$ cat config.mk
export PLATFORM = sky130hd
export DESIGN_NAME = multicycle_control_unit_flat
export DESIGN_NICKNAME = d
export VERILOG_FILES = /design/src/rtl/rv_ctrl_pkg.sv /design/src/rtl/multicycle_control_unit_if.sv /design/src/rtl/ctrl_opclass.sv /design/src/rtl/multicycle_control_unit.sv /design/src/flat_wrapper.sv
export SDC_FILE = /design/constraint.sdc
export NUM_CORES = 1
export LEC_CHECK = 0
export CAP_MARGIN = 20
export CORE_ASPECT_RATIO = 1.1
export CORE_MARGIN = 4
export CORE_UTILIZATION = 52
export DETAILED_ROUTE_END_ITERATION = 7
export GPL_TIMING_DRIVEN = 0
export PLACE_DENSITY_LB_ADDON = 0.25
export SETUP_SLACK_MARGIN = 0.05
export SLEW_MARGIN = 20
export SYNTH_ARGS = -nofsm -noshare
export SYNTH_HDL_FRONTEND = slang
export SYNTH_SLANG_ARGS = --single-unit
export TNS_END_PERCENT = 30
$ cat constraint.sdc
create_clock -name clk -period 3.45 [get_ports clk]
set_input_delay 0.5175 -clock clk [delete_from_list [all_inputs] [get_ports clk]]
set_output_delay 0.5175 -clock clk [all_outputs]
set_load 0.01 [all_outputs]
$ cat src/rtl/rv_ctrl_pkg.sv
// Shared definitions for the multi-cycle RV32IM control unit: state
// encoding, opcode values and datapath mux/trap encodings.
package rv_ctrl_pkg;

    // LUI and AUIPC share S_UPPER so that all states fit in 4 bits.
    // The two differ only in operand A, which is chosen from the opcode.
    typedef enum logic [3:0] {
        S_FETCH    = 4'd0,
        S_DECODE   = 4'd1,
        S_MEM_ADDR = 4'd2,
        S_MEM_RD   = 4'd3,
        S_MEM_WB   = 4'd4,
        S_MEM_WR   = 4'd5,
        S_EXEC_R   = 4'd6,
        S_EXEC_I   = 4'd7,
        S_UPPER    = 4'd8,
        S_ALU_WB   = 4'd9,
        S_BRANCH   = 4'd10,
        S_JAL      = 4'd11,
        S_JALR     = 4'd12,
        S_MULDIV   = 4'd13,
        S_MD_WAIT  = 4'd14,
        S_TRAP     = 4'd15
    } state_e;

    localparam logic [6:0] OP_LOAD   = 7'b0000011;
    localparam logic [6:0] OP_STORE  = 7'b0100011;
    localparam logic [6:0] OP_RTYPE  = 7'b0110011;
    localparam logic [6:0] OP_ITYPE  = 7'b0010011;
    localparam logic [6:0] OP_BRANCH = 7'b1100011;
    localparam logic [6:0] OP_JAL    = 7'b1101111;
    localparam logic [6:0] OP_JALR   = 7'b1100111;
    localparam logic [6:0] OP_LUI    = 7'b0110111;
    localparam logic [6:0] OP_AUIPC  = 7'b0010111;

    localparam logic [1:0] SRCA_PC    = 2'b00;
    localparam logic [1:0] SRCA_OLDPC = 2'b01;
    localparam logic [1:0] SRCA_RS1   = 2'b10;
    localparam logic [1:0] SRCA_ZERO  = 2'b11;

    localparam logic [1:0] SRCB_RS2  = 2'b00;
    localparam logic [1:0] SRCB_IMM  = 2'b01;
    localparam logic [1:0] SRCB_FOUR = 2'b10;

    localparam logic [1:0] ALUOP_ADD   = 2'b00;
    localparam logic [1:0] ALUOP_SUB   = 2'b01;
    localparam logic [1:0] ALUOP_FUNCT = 2'b10;

    localparam logic [1:0] RES_ALUOUT  = 2'b00;
    localparam logic [1:0] RES_MEMDATA = 2'b01;
    localparam logic [1:0] RES_ALU     = 2'b10;

    localparam logic [1:0] CAUSE_NONE        = 2'b00;
    localparam logic [1:0] CAUSE_ILLEGAL     = 2'b01;
    localparam logic [1:0] CAUSE_BUS_TIMEOUT = 2'b10;

    // States that wait on mem_ready and are covered by the bus timeout.
    function automatic logic isMemWaitState(state_e s);
        return (s == S_FETCH) || (s == S_MEM_RD) || (s == S_MEM_WR);
    endfunction

endpackage

$ cat src/rtl/multicycle_control_unit_if.sv
// Control/status bundle between the sequencer and the multi-cycle datapath.
// The master side is the control unit; the slave side is the datapath.
interface multicycle_control_unit_if;
    logic [6:0] opcode;
    logic       funct7_0;
    logic       mem_ready;
    logic       branch_taken;
    logic       muldiv_done;

    logic       mem_req;
    logic       iord;
    logic       mem_write;
    logic       ir_write;
    logic       pc_write;
    logic       reg_write;
    logic [1:0] alu_src_a;
    logic [1:0] alu_src_b;
    logic [1:0] alu_op;
    logic [1:0] result_src;
    logic       muldiv_start;
    logic       trap;
    logic [1:0] trap_cause;
    logic [3:0] state_o;

    modport master (
        input  opcode, funct7_0, mem_ready, branch_taken, muldiv_done,
        output mem_req, iord, mem_write, ir_write, pc_write, reg_write,
               alu_src_a, alu_src_b, alu_op, result_src, muldiv_start,
               trap, trap_cause, state_o
    );

    modport slave (
        output opcode, funct7_0, mem_ready, branch_taken, muldiv_done,
        input  mem_req, iord, mem_write, ir_write, pc_write, reg_write,
               alu_src_a, alu_src_b, alu_op, result_src, muldiv_start,
               trap, trap_cause, state_o
    );
endinterface

$ cat src/rtl/ctrl_opclass.sv
// Opcode classifier used in DECODE: maps opcode/funct7_0 to the state that
// follows DECODE and flags opcodes the core does not implement.
module ctrl_opclass
    import rv_ctrl_pkg::*;
#(
    parameter int MULDIV_EN = 1
) (
    input  logic [6:0] i_opcode,
    input  logic       i_funct7_0,
    output state_e     o_nextState,
    output logic       o_illegal
);

    // Anything not recognised falls through to TRAP; M-extension R-types
    // count as illegal when the mul/div unit is not present.
    always_comb begin
        o_nextState = S_TRAP;
        o_illegal   = 1'b1;
        case (i_opcode)
            OP_LOAD, OP_STORE: begin
                o_nextState = S_MEM_ADDR;
                o_illegal   = 1'b0;
            end
            OP_RTYPE: begin
                if (!i_funct7_0) begin
                    o_nextState = S_EXEC_R;
                    o_illegal   = 1'b0;
                end else if (MULDIV_EN != 0) begin
                    o_nextState = S_MULDIV;
                    o_illegal   = 1'b0;
                end
            end
            OP_ITYPE: begin
                o_nextState = S_EXEC_I;
                o_illegal   = 1'b0;
            end
            OP_BRANCH: begin
                o_nextState = S_BRANCH;
                o_illegal   = 1'b0;
            end
            OP_JAL: begin
                o_nextState = S_JAL;
                o_illegal   = 1'b0;
            end
            OP_JALR: begin
                o_nextState = S_JALR;
                o_illegal   = 1'b0;
            end
            OP_LUI, OP_AUIPC: begin
                o_nextState = S_UPPER;
                o_illegal   = 1'b0;
            end
            default: begin
                o_nextState = S_TRAP;
                o_illegal   = 1'b1;
            end
        endcase
    end

endmodule

$ cat src/rtl/multicycle_control_unit.sv
// Multi-cycle RV32IM sequencer: walks each instruction through fetch,
// decode, execute, memory and writeback, with memory wait states and a
// bus timeout, a mul/div handshake and a sticky trap.
module multicycle_control_unit
    import rv_ctrl_pkg::*;
#(
    parameter int MULDIV_EN   = 1,
    parameter int MEM_TIMEOUT = 16
) (
    input  logic                       clk,
    input  logic                       rst,
    multicycle_control_unit_if.master  bus
);

    localparam int CW = $clog2(MEM_TIMEOUT);

    state_e         r_state;
    state_e         w_nextState;
    state_e         w_decodeNext;
    logic           w_illegal;
    logic [CW-1:0]  r_waitCount;
    logic [1:0]     r_trapCause;
    logic           w_waitState;
    logic           w_timeout;

    logic           w_memReq;
    logic           w_iord;
    logic           w_memWrite;
    logic           w_irWrite;
    logic           w_pcWrite;
    logic           w_regWrite;
    logic [1:0]     w_srcA;
    logic [1:0]     w_srcB;
    logic [1:0]     w_aluOp;
    logic [1:0]     w_resSrc;
    logic           w_mdStart;
    logic           w_trap;

    ctrl_opclass #(
        .MULDIV_EN (MULDIV_EN)
    ) u_opclass (
        .i_opcode    (bus.opcode),
        .i_funct7_0  (bus.funct7_0),
        .o_nextState (w_decodeNext),
        .o_illegal   (w_illegal)
    );

    assign w_waitState = isMemWaitState(r_state);
    assign w_timeout   = w_waitState && !bus.mem_ready &&
                         (r_waitCount == CW'(MEM_TIMEOUT - 1));

    // State register; reset returns to FETCH at once, even mid-access.
    always_ff @(posedge clk or posedge rst) begin
        if (rst) begin
            r_state <= S_FETCH;
        end else begin
            r_state <= w_nextState;
        end
    end

    // Wait-state counter: restarts whenever a new state is entered and
    // counts the cycles spent without mem_ready in the memory states.
    always_ff @(posedge clk or posedge rst) begin
        if (rst) begin
            r_waitCount <= '0;
        end else if (w_nextState != r_state) begin
            r_waitCount <= '0;
        end else if (w_waitState && !bus.mem_ready) begin
            r_waitCount <= r_waitCount + CW'(1);
        end
    end

    // Trap cause is captured on the way into TRAP and held until reset.
    always_ff @(posedge clk or posedge rst) begin
        if (rst) begin
            r_trapCause <= CAUSE_NONE;
        end else if ((r_state == S_DECODE) && w_illegal) begin
            r_trapCause <= CAUSE_ILLEGAL;
        end else if (w_timeout) begin
            r_trapCause <= CAUSE_BUS_TIMEOUT;
        end
    end

    // Next-state logic; a timeout in any memory wait state wins over
    // staying, but a mem_ready in the last allowed cycle still completes.
    always_comb begin
        w_nextState = r_state;
        case (r_state)
            S_FETCH: begin
                if (w_timeout)          w_nextState = S_TRAP;
                else if (bus.mem_ready) w_nextState = S_DECODE;
            end
            S_DECODE:   w_nextState = w_decodeNext;
            S_MEM_ADDR: w_nextState = (bus.opcode == OP_STORE) ? S_MEM_WR : S_MEM_RD;
            S_MEM_RD: begin
                if (w_timeout)          w_nextState = S_TRAP;
                else if (bus.mem_ready) w_nextState = S_MEM_WB;
            end
            S_MEM_WB:   w_nextState = S_FETCH;
            S_MEM_WR: begin
                if (w_timeout)          w_nextState = S_TRAP;
                else if (bus.mem_ready) w_nextState = S_FETCH;
            end
            S_EXEC_R:   w_nextState = S_ALU_WB;
            S_EXEC_I:   w_nextState = S_ALU_WB;
            S_UPPER:    w_nextState = S_ALU_WB;
            S_ALU_WB:   w_nextState = S_FETCH;
            S_BRANCH:   w_nextState = S_FETCH;
            S_JAL:      w_nextState = S_ALU_WB;
            S_JALR:     w_nextState = S_ALU_WB;
            S_MULDIV:   w_nextState = S_MD_WAIT;
            S_MD_WAIT: begin
                if (bus.muldiv_done) w_nextState = S_FETCH;
            end
            S_TRAP:     w_nextState = S_TRAP;
            default:    w_nextState = S_FETCH;
        endcase
    end

    // Per-state datapath strobes; everything is forced low while reset is
    // held so the datapath sees no request during an asynchronous reset.
    always_comb begin
        w_memReq   = 1'b0;
        w_iord     = 1'b0;
        w_memWrite = 1'b0;
        w_irWrite  = 1'b0;
        w_pcWrite  = 1'b0;
        w_regWrite = 1'b0;
        w_srcA     = SRCA_PC;
        w_srcB     = SRCB_RS2;
        w_aluOp    = ALUOP_ADD;
        w_resSrc   = RES_ALUOUT;
        w_mdStart  = 1'b0;
        w_trap     = 1'b0;
        if (!rst) begin
            case (r_state)
                S_FETCH: begin
                    w_memReq  = 1'b1;
                    w_srcA    = SRCA_PC;
                    w_srcB    = SRCB_FOUR;
                    w_aluOp   = ALUOP_ADD;
                    w_irWrite = bus.mem_ready;
                    w_pcWrite = bus.mem_ready;
                end
                S_DECODE: begin
                    w_srcA = SRCA_OLDPC;
                    w_srcB = SRCB_IMM;
                end
                S_MEM_ADDR: begin
                    w_srcA = SRCA_RS1;
                    w_srcB = SRCB_IMM;
                end
                S_MEM_RD: begin
                    w_memReq = 1'b1;
                    w_iord   = 1'b1;
                end
                S_MEM_WB: begin
                    w_regWrite = 1'b1;
                    w_resSrc   = RES_MEMDATA;
                end
                S_MEM_WR: begin
                    w_memReq   = 1'b1;
                    w_iord     = 1'b1;
                    w_memWrite = 1'b1;
                end
                S_EXEC_R: begin
                    w_srcA  = SRCA_RS1;
                    w_srcB  = SRCB_RS2;
                    w_aluOp = ALUOP_FUNCT;
                end
                S_EXEC_I: begin
                    w_srcA  = SRCA_RS1;
                    w_srcB  = SRCB_IMM;
                    w_aluOp = ALUOP_FUNCT;
                end
                S_UPPER: begin
                    w_srcA = (bus.opcode == OP_LUI) ? SRCA_ZERO : SRCA_OLDPC;
                    w_srcB = SRCB_IMM;
                end
                S_ALU_WB: begin
                    w_regWrite = 1'b1;
                    w_resSrc   = RES_ALUOUT;
                end
                S_BRANCH: begin
                    w_srcA    = SRCA_RS1;
                    w_srcB    = SRCB_RS2;
                    w_aluOp   = ALUOP_SUB;
                    w_resSrc  = RES_ALUOUT;
                    w_pcWrite = bus.branch_taken;
                end
                S_JAL: begin
                    w_srcA    = SRCA_OLDPC;
                    w_srcB    = SRCB_FOUR;
                    w_resSrc  = RES_ALUOUT;
                    w_pcWrite = 1'b1;
                end
                S_JALR: begin
                    w_srcA    = SRCA_RS1;
                    w_srcB    = SRCB_IMM;
                    w_resSrc  = RES_ALU;
                    w_pcWrite = 1'b1;
                end
                S_MULDIV: begin
                    w_mdStart = 1'b1;
                end
                S_MD_WAIT: begin
                    w_regWrite = bus.muldiv_done;
                    w_resSrc   = RES_ALUOUT;
                end
                S_TRAP: begin
                    w_trap = 1'b1;
                end
                default: begin
                    w_trap = 1'b0;
                end
            endcase
        end
    end

    assign bus.mem_req      = w_memReq;
    assign bus.iord         = w_iord;
    assign bus.mem_write    = w_memWrite;
    assign bus.ir_write     = w_irWrite;
    assign bus.pc_write     = w_pcWrite;
    assign bus.reg_write    = w_regWrite;
    assign bus.alu_src_a    = w_srcA;
    assign bus.alu_src_b    = w_srcB;
    assign bus.alu_op       = w_aluOp;
    assign bus.result_src   = w_resSrc;
    assign bus.muldiv_start = w_mdStart;
    assign bus.trap         = w_trap;
    assign bus.trap_cause   = r_trapCause;
    assign bus.state_o      = r_state;

endmodule

$ cat src/flat_wrapper.sv
// flat-port wrapper written by rule: the top's interface ports become plain ports
module multicycle_control_unit_flat import rv_ctrl_pkg::*;
#(
    parameter int MULDIV_EN   = 1,
    parameter int MEM_TIMEOUT = 16
)
  (clk, rst, bus_opcode, bus_funct7_0, bus_mem_ready, bus_branch_taken, bus_muldiv_done, bus_mem_req, bus_iord, bus_mem_write, bus_ir_write, bus_pc_write, bus_reg_write, bus_alu_src_a, bus_alu_src_b, bus_alu_op, bus_result_src, bus_muldiv_start, bus_trap, bus_trap_cause, bus_state_o);
  multicycle_control_unit_if bus_i ();
  input  logic clk;
  input  logic rst;
  input wire logic [$bits(bus_i.opcode)-1:0] bus_opcode;
  input wire logic [$bits(bus_i.funct7_0)-1:0] bus_funct7_0;
  input wire logic [$bits(bus_i.mem_ready)-1:0] bus_mem_ready;
  input wire logic [$bits(bus_i.branch_taken)-1:0] bus_branch_taken;
  input wire logic [$bits(bus_i.muldiv_done)-1:0] bus_muldiv_done;
  output wire logic [$bits(bus_i.mem_req)-1:0] bus_mem_req;
  output wire logic [$bits(bus_i.iord)-1:0] bus_iord;
  output wire logic [$bits(bus_i.mem_write)-1:0] bus_mem_write;
  output wire logic [$bits(bus_i.ir_write)-1:0] bus_ir_write;
  output wire logic [$bits(bus_i.pc_write)-1:0] bus_pc_write;
  output wire logic [$bits(bus_i.reg_write)-1:0] bus_reg_write;
  output wire logic [$bits(bus_i.alu_src_a)-1:0] bus_alu_src_a;
  output wire logic [$bits(bus_i.alu_src_b)-1:0] bus_alu_src_b;
  output wire logic [$bits(bus_i.alu_op)-1:0] bus_alu_op;
  output wire logic [$bits(bus_i.result_src)-1:0] bus_result_src;
  output wire logic [$bits(bus_i.muldiv_start)-1:0] bus_muldiv_start;
  output wire logic [$bits(bus_i.trap)-1:0] bus_trap;
  output wire logic [$bits(bus_i.trap_cause)-1:0] bus_trap_cause;
  output wire logic [$bits(bus_i.state_o)-1:0] bus_state_o;
  assign bus_i.opcode = bus_opcode;
  assign bus_i.funct7_0 = bus_funct7_0;
  assign bus_i.mem_ready = bus_mem_ready;
  assign bus_i.branch_taken = bus_branch_taken;
  assign bus_i.muldiv_done = bus_muldiv_done;
  assign bus_mem_req = bus_i.mem_req;
  assign bus_iord = bus_i.iord;
  assign bus_mem_write = bus_i.mem_write;
  assign bus_ir_write = bus_i.ir_write;
  assign bus_pc_write = bus_i.pc_write;
  assign bus_reg_write = bus_i.reg_write;
  assign bus_alu_src_a = bus_i.alu_src_a;
  assign bus_alu_src_b = bus_i.alu_src_b;
  assign bus_alu_op = bus_i.alu_op;
  assign bus_result_src = bus_i.result_src;
  assign bus_muldiv_start = bus_i.muldiv_start;
  assign bus_trap = bus_i.trap;
  assign bus_trap_cause = bus_i.trap_cause;
  assign bus_state_o = bus_i.state_o;
  multicycle_control_unit #(.MULDIV_EN(MULDIV_EN), .MEM_TIMEOUT(MEM_TIMEOUT)) u_core (.clk(clk), .rst(rst), .bus(bus_i));
endmodule
### After elaboration in Yosys (flattened, before gate mapping)

Index checks and enable logic that the tools add are counted.

| storage, ports and cells | value |
|---|---|
| bits in registers | 10 |
| logic and storage cells | 94 |

| operators by class | value |
|---|---|
| equal/unequal tests | 26 |
| $add $sub $neg | 1 |
| reductions and logical operators | 23 |
| muxes and demuxes | 41 |

Operator list:

| cell | count |
|---|---|
| 4-bit 2-to-1 mux | 10 |
| 4-bit case mux with 10 select lines | 1 |
| 4-bit == test (second input constant) | 9 |
| 4-bit case mux with 7 select lines | 1 |
| 7-bit by 6-bit == test with 1-bit output (second input constant) | 3 |
| 7-bit == test (second input constant) | 3 |
| 4-bit by 3-bit == test with 1-bit output (second input constant) | 4 |
| 2-bit OR reduction | 8 |
| 1-bit 2-to-1 mux | 15 |
| 5-bit OR reduction | 3 |
| 7-bit by 5-bit == test with 1-bit output (second input constant) | 2 |
| 2-bit 2-to-1 mux | 7 |
| 2-bit case mux with 2 select lines | 3 |
| 9-bit OR reduction | 1 |
| 4-bit by 2-bit == test with 1-bit output (second input constant) | 2 |
| 7-bit by 2-bit == test with 1-bit output (second input constant) | 1 |
| 2-bit case mux with 3 select lines | 1 |
| 3-bit OR reduction | 2 |
| 4-bit by 1-bit adder with 4-bit output (second input constant) | 1 |
| 4-bit by 1-bit == test with 1-bit output (second input constant) | 1 |
| 4-bit logical NOT | 1 |
| 4-bit != test | 1 |
| 2-bit nonzero test | 2 |
| 1-bit logical AND | 3 |
| 5 further kinds | 6 |

### Logic depth before layout (Yosys ltp)

| depth | value |
|---|---|
| depth in word-level cells | 9 |
| depth in mapped cells | 9 |
| gate-level depth less buffers | 7 |

### Cells and area by module

From an unflattened synthesis, not the netlist that was laid out.

| unflattened totals | value |
|---|---|
| cell total of the unflattened synthesis | 159 |
| area, all modules | 1231.2 um^2 |

By module, submodules not included:

| module | cells an instance | instances | area an instance (um^2) |
|---|---|---|---|
| multicycle_control_unit | 136 | 1 | 1089.8 |
| ctrl_opclass | 23 | 1 | 141.4 |

### Least setup slack after synthesis

Ideal clock, no wire load.

| timing | value |
|---|---|
| path type | register to output |
| start point | register u_core.r_state[2], in the netlist u_core.bus.state_o[2] |
| end point | output bus_result_src[1] |
| data arrival time | 1628 ps |
| path slack | 1305 ps |
| cell stages (with the launch flop) | 6 |
| cells stage by stage | dfrtp_1 -> buf_2 -> buf_1 -> clkbuf_1 -> nand2_1 -> nor4_1 |

| on the way | value |
|---|---|
| word-level cells in the longest chain between the ends | 3 |

RTL lines:

| what | line | RTL |
|---|---|---|
| start, declared | multicycle_control_unit.sv:17 | `state_e r_state;` |
| start signal, assigned | multicycle_control_unit.sv:57 | `r_state <= w_nextState;` |
| 4-bit == test / 4-bit by 3-bit == test with 1-bit output (equally long branches) | multicycle_control_unit.sv:136 | `case (r_state)` |
| 2-bit case mux with 2 select lines (*) | multicycle_control_unit.sv:136 |  |
| 2-bit 2-to-1 mux (*) | multicycle_control_unit.sv:135 | `if (!rst) begin` |
| end, declared | flat_wrapper.sv:25 | `output wire logic [$bits(bus_i.result_src)-1:0] bus_result_src;` |

Mark *: on every way between the ends. The rest lies on a longest branch, timed or not.

### Final worst setup path

| timing | value |
|---|---|
| start point | register u_core.r_state[0], in the netlist u_core.bus.state_o[0] |
| end point | output bus_pc_write |

| on the way | value |
|---|---|
| word-level cells in the longest chain between the ends | 4 |

RTL lines:

| what | line | RTL |
|---|---|---|
| 4-bit == test | multicycle_control_unit.sv:136 |  |
| 2-bit OR reduction (no line) | -- |  |
| 1-bit case mux with 3 select lines (*) | multicycle_control_unit.sv:136 |  |
| 1-bit 2-to-1 mux (*) | multicycle_control_unit.sv:135 |  |
| end, declared | flat_wrapper.sv:20 | `output wire logic [$bits(bus_i.pc_write)-1:0] bus_pc_write;` |

Marked as above.

==> flow_summary.rst <==
.. list-table::
   :header-rows: 1

   * - Metric
     - Value
   * - Sequential area share after synthesis
     - 0.203
   * - Count of inserted antenna diode cells
     - 0
   * - Post-cts gate resize count
     - 0
   * - Critical path peak fanout
     - 10
   * - Met2 global-route usage
     - 0.462
   * - Post-DRT Antenna Nets
     - 0
   * - Endpoints failing setup
     - 0
   * - Async set-or-reset flop fraction in the synthesized netlist
     - 1.00
   * - # Post-CTS Setup Buffers
     - 0
   * - Area of the core
     - 0.00225 sq mm
   * - Growth of design area from synthesis to finish
     - 33.6%
   * - Number of max-slew violations in the final report
     - 0
   * - Endpoints failing hold
     - 0
   * - Share of cell area taken by muxes after synthesis
     - 0.0294
   * - Minimum period implied by the final worst setup slack
     - 3230 ps
   * - Fin area
     - roughly 0.0016 sq mm
   * - Placed cell areas
     - 0.00161 sq mm
   * - Endpoint required time on the critical path
     - between 2000 and 3000 ps
   * - Worst EP arrival
     - 2710 ps
   * - Slew at the pin closest to its max-slew limit
     - 977 ps
   * - Final wirelength
     - 3.85 mm
   * - Count of distinct cell types in the synthesized netlist
     - 54
   * - Aggregate global-route resource usage
     - 0.264
   * - Global-route wire length before repair
     - 6.44 mm
   * - Dpl hpwl
     - about 2.9 mm
   * - Slowest cell on crit path
     - sky130_fd_sc_hd__nor4_1
   * - Number of flops mapped to enable cells by yosys
     - 0
   * - Detailed-routing iteration count for the pre-antenna-repair pass
     - 4
   * - Clock skew
     - 1.39 ps
   * - Post-Syn Instances
     - 168
   * - Average vias per placed instance
     - 6.37
   * - Post-Route Utilization
     - 0.732
   * - Final weighted congestion in routability-driven placement
     - 0.952
   * - Horiz. Die Dim
     - 54.4 um
   * - Ys Warns
     - 0
   * - Fin Setup TNS
     - 0 ps
   * - Nature of the critical path endpoint
     - output port
   * - Number of standard-cell rows in the floorplan
     - 18
   * - Residual overflow from global routing
     - 0
   * - Total of buffers placed on input and output ports
     - 34
   * - Final Cycle Share
     - 0.935
   * - Number of CTS-inserted buffers
     - 3
   * - Post-synth net total
     - 182
   * - Power per cell area
     - just under 800 mW/mm^2
   * - Max-cap violations
     - 0
   * - Root Buffer
     - sky130_fd_sc_hd__clkbuf_4
   * - Normalized max-slew margin
     - 0.343
   * - Insertion delay of the later-clocked pin in the worst-skew pair
     - 270 ps
   * - Synth Area in XOR/XNOR
     - 0.0426
   * - Cell breakdown of the critical path
     - buf_2, nor4_1, and3_1, a31o_2, clkdlybuf4s50_1
   * - Number of antenna violations at the first check in global routing
     - 0
   * - Total leakage power
     - between 0.6 and 0.7 nW
   * - Total number of vias
     - 1,503
   * - Status
     - completed
   * - Largest buffer count on any clock path
     - 2
   * - Met1 usage in global routing
     - 0.311
   * - Proportion of netlist area held by the largest area contributor
     - 0.203
   * - Vias in the first global route
     - 1,434
   * - Fmax achieved
     - 310 MHz
   * - H-Tree Level Count
     - 1
   * - Met3 global-route usage
     - 0.0630
   * - Syn Std Cell Area
     - 0.00123 sq mm
   * - Final net count
     - approximately 220
   * - Highest ir drop seen on vdd
     - 0.000588 V
   * - Top cell types by occurrence after synthesis
     - 13 x sky130_fd_sc_hd__nand2_1, 10 x sky130_fd_sc_hd__dfrtp_1, 10 x sky130_fd_sc_hd__o21ai_0
   * - Clock-pin slew on the worst setup and hold paths
     - around 70 ps
   * - Vertical die dimension
     - 59.1 um
   * - Commonest register cell after synthesis
     - sky130_fd_sc_hd__dfrtp_1
   * - Largest net degree at the start of global routing
     - 13
   * - Average routed wire per standard cell
     - 16.3 um
   * - Flops & latches, synth
     - 10
   * - Final routed DRC violation total
     - 0
   * - Synthesized-area fraction occupied by ao, oa, aoi and oai cells
     - 0.238
   * - Post-synthesis average cell area
     - 7.34 sq um
   * - Worst hold path type
     - reg2reg
   * - RSZ-0062 raised after global routing
     - no
   * - Most frequent cell after synthesis
     - sky130_fd_sc_hd__nand2_1
   * - Share of layout cells above drive strength 1
     - 0.112
   * - Critical Path Source Type
     - flop
   * - Slowest Stage Delay on Critical Path
     - approximately 840 ps
   * - Most used routing layer
     - met2
   * - Starting utilization of the core area
     - 0.548
   * - Dominant combinational cell family by area after synthesis
     - simple AND/OR/NAND/NOR gates
   * - Fraction of the mapped netlist area in adder cells
     - 0.0101
   * - Post-synthesis cell type with the largest combined area
     - sky130_fd_sc_hd__dfrtp_1
   * - Boundary pin count
     - 35
   * - Most area-consuming cells after synthesis
     - sky130_fd_sc_hd__dfrtp_1 20%, sky130_fd_sc_hd__o21ai_0 4.1%, sky130_fd_sc_hd__nand2_1 4.0%
   * - CTS tree
     - done
   * - Share of synthesized cell area in and, or, nand and nor gates
     - 0.409
   * - Worst Setup Path Type
     - reg2out
   * - Drt initial violations
     - 39
   * - Die Footprint
     - 0.00322 sq mm
   * - Clock sink total
     - 10
   * - Hold Buf Count CTS
     - 0
## power breakdown
| group | internal, mW | switching [mW] |
|---|---|---|
| logic | 0.442 | 0.578 |
| registers | 0.145 | 0.0242 |
| clock network | 0.0641 | 0.0452 |
| total | 0.651 | 0.648 |
## per-layer routing
| layer | vias up | part of all wire |
|---|---|---|
| met2 | 76 | 0.50 |
| met4 | 0 | 0.0093 |
| met5 | - | 0 |
| met1 | 719 | 0.40 |
| met3 | 7 | 0.083 |
| li1 | 701 | - |
## critical path: cells and delay by family, from the launching register on
| kind | cells | cell delay (ps) |
|---|---|---|
| AND/OR/NAND/NOR | 2 | 1140 |
| buffers and inverters | 2 | 740 |
| flip-flops | 1 | 440 |
| AO/OA/AOI/OAI | 1 | 110 |
## sequential cells by signal, indices dropped and copies added (netlist names)
| register | cells |
|---|---|
| u_core.bus.state_o | 4 |
| u_core.r_waitCount | 4 |
| u_core.bus.trap_cause | 2 |
## area by class of cell
type,count,area (sq um)
plain buffers,13,61.3
clock buffers,4,36.3
fillers,192,604
inverters,6,22.5
multi-input cells,139,900
flip-flops and latches,10,250
well taps,30,37.5
repair buffers,34,340
## stage by stage
stage,cells,setup slack (ps),power [mW],hold slack [ps]
floorplan,168,1310,0.851,371
global placement,232,295,1.13,466
detailed placement,232,260,1.16,483
CTS,236,247,1.28,506
global route,236,62.0,1.40,533
finish,236,223,1.30,497
## layout by cell type, fill, tap and decap left out, types with 5 or more instances in the layout
cell	netlist	routed
sky130_fd_sc_hd__nor3_1	7	7
sky130_fd_sc_hd__nor2_1	9	9
sky130_fd_sc_hd__o21ai_0	10	10
sky130_fd_sc_hd__nor2b_1	5	5
sky130_fd_sc_hd__a21oi_1	9	9
sky130_fd_sc_hd__nand2_1	13	13
sky130_fd_sc_hd__nor4_1	5	5
sky130_fd_sc_hd__nand3_1	9	9
sky130_fd_sc_hd__clkdlybuf4s50_1	0	34
sky130_fd_sc_hd__dfrtp_1	10	10
## kinds of logic after synthesis
family,after synthesis
and+or+nand+nor,84
adders and majority gates,1
buffers and inverters,19
muxes,3
DFF,10
AOI/OAI and AO/OA,45
xor gates and xnor gates,6
## path summary, 6_finish.rpt
path,cells after the start,slack [ps],from,endpoint
max,5,220,u_core.bus.state_o[0],bus_pc_write
min,1,500,u_core.bus.trap_cause[0],u_core.bus.trap_cause[0]
max reg2reg,7,1000,u_core.bus.state_o[0],u_core.r_waitCount[0]
min reg2reg,1,500,u_core.bus.trap_cause[0],u_core.bus.trap_cause[0]
max in group asynchronous,2,2510,rst,u_core.r_waitCount[3]
min in group asynchronous,2,650,rst,u_core.r_waitCount[2]
Power figures use the tool's default switching activity.
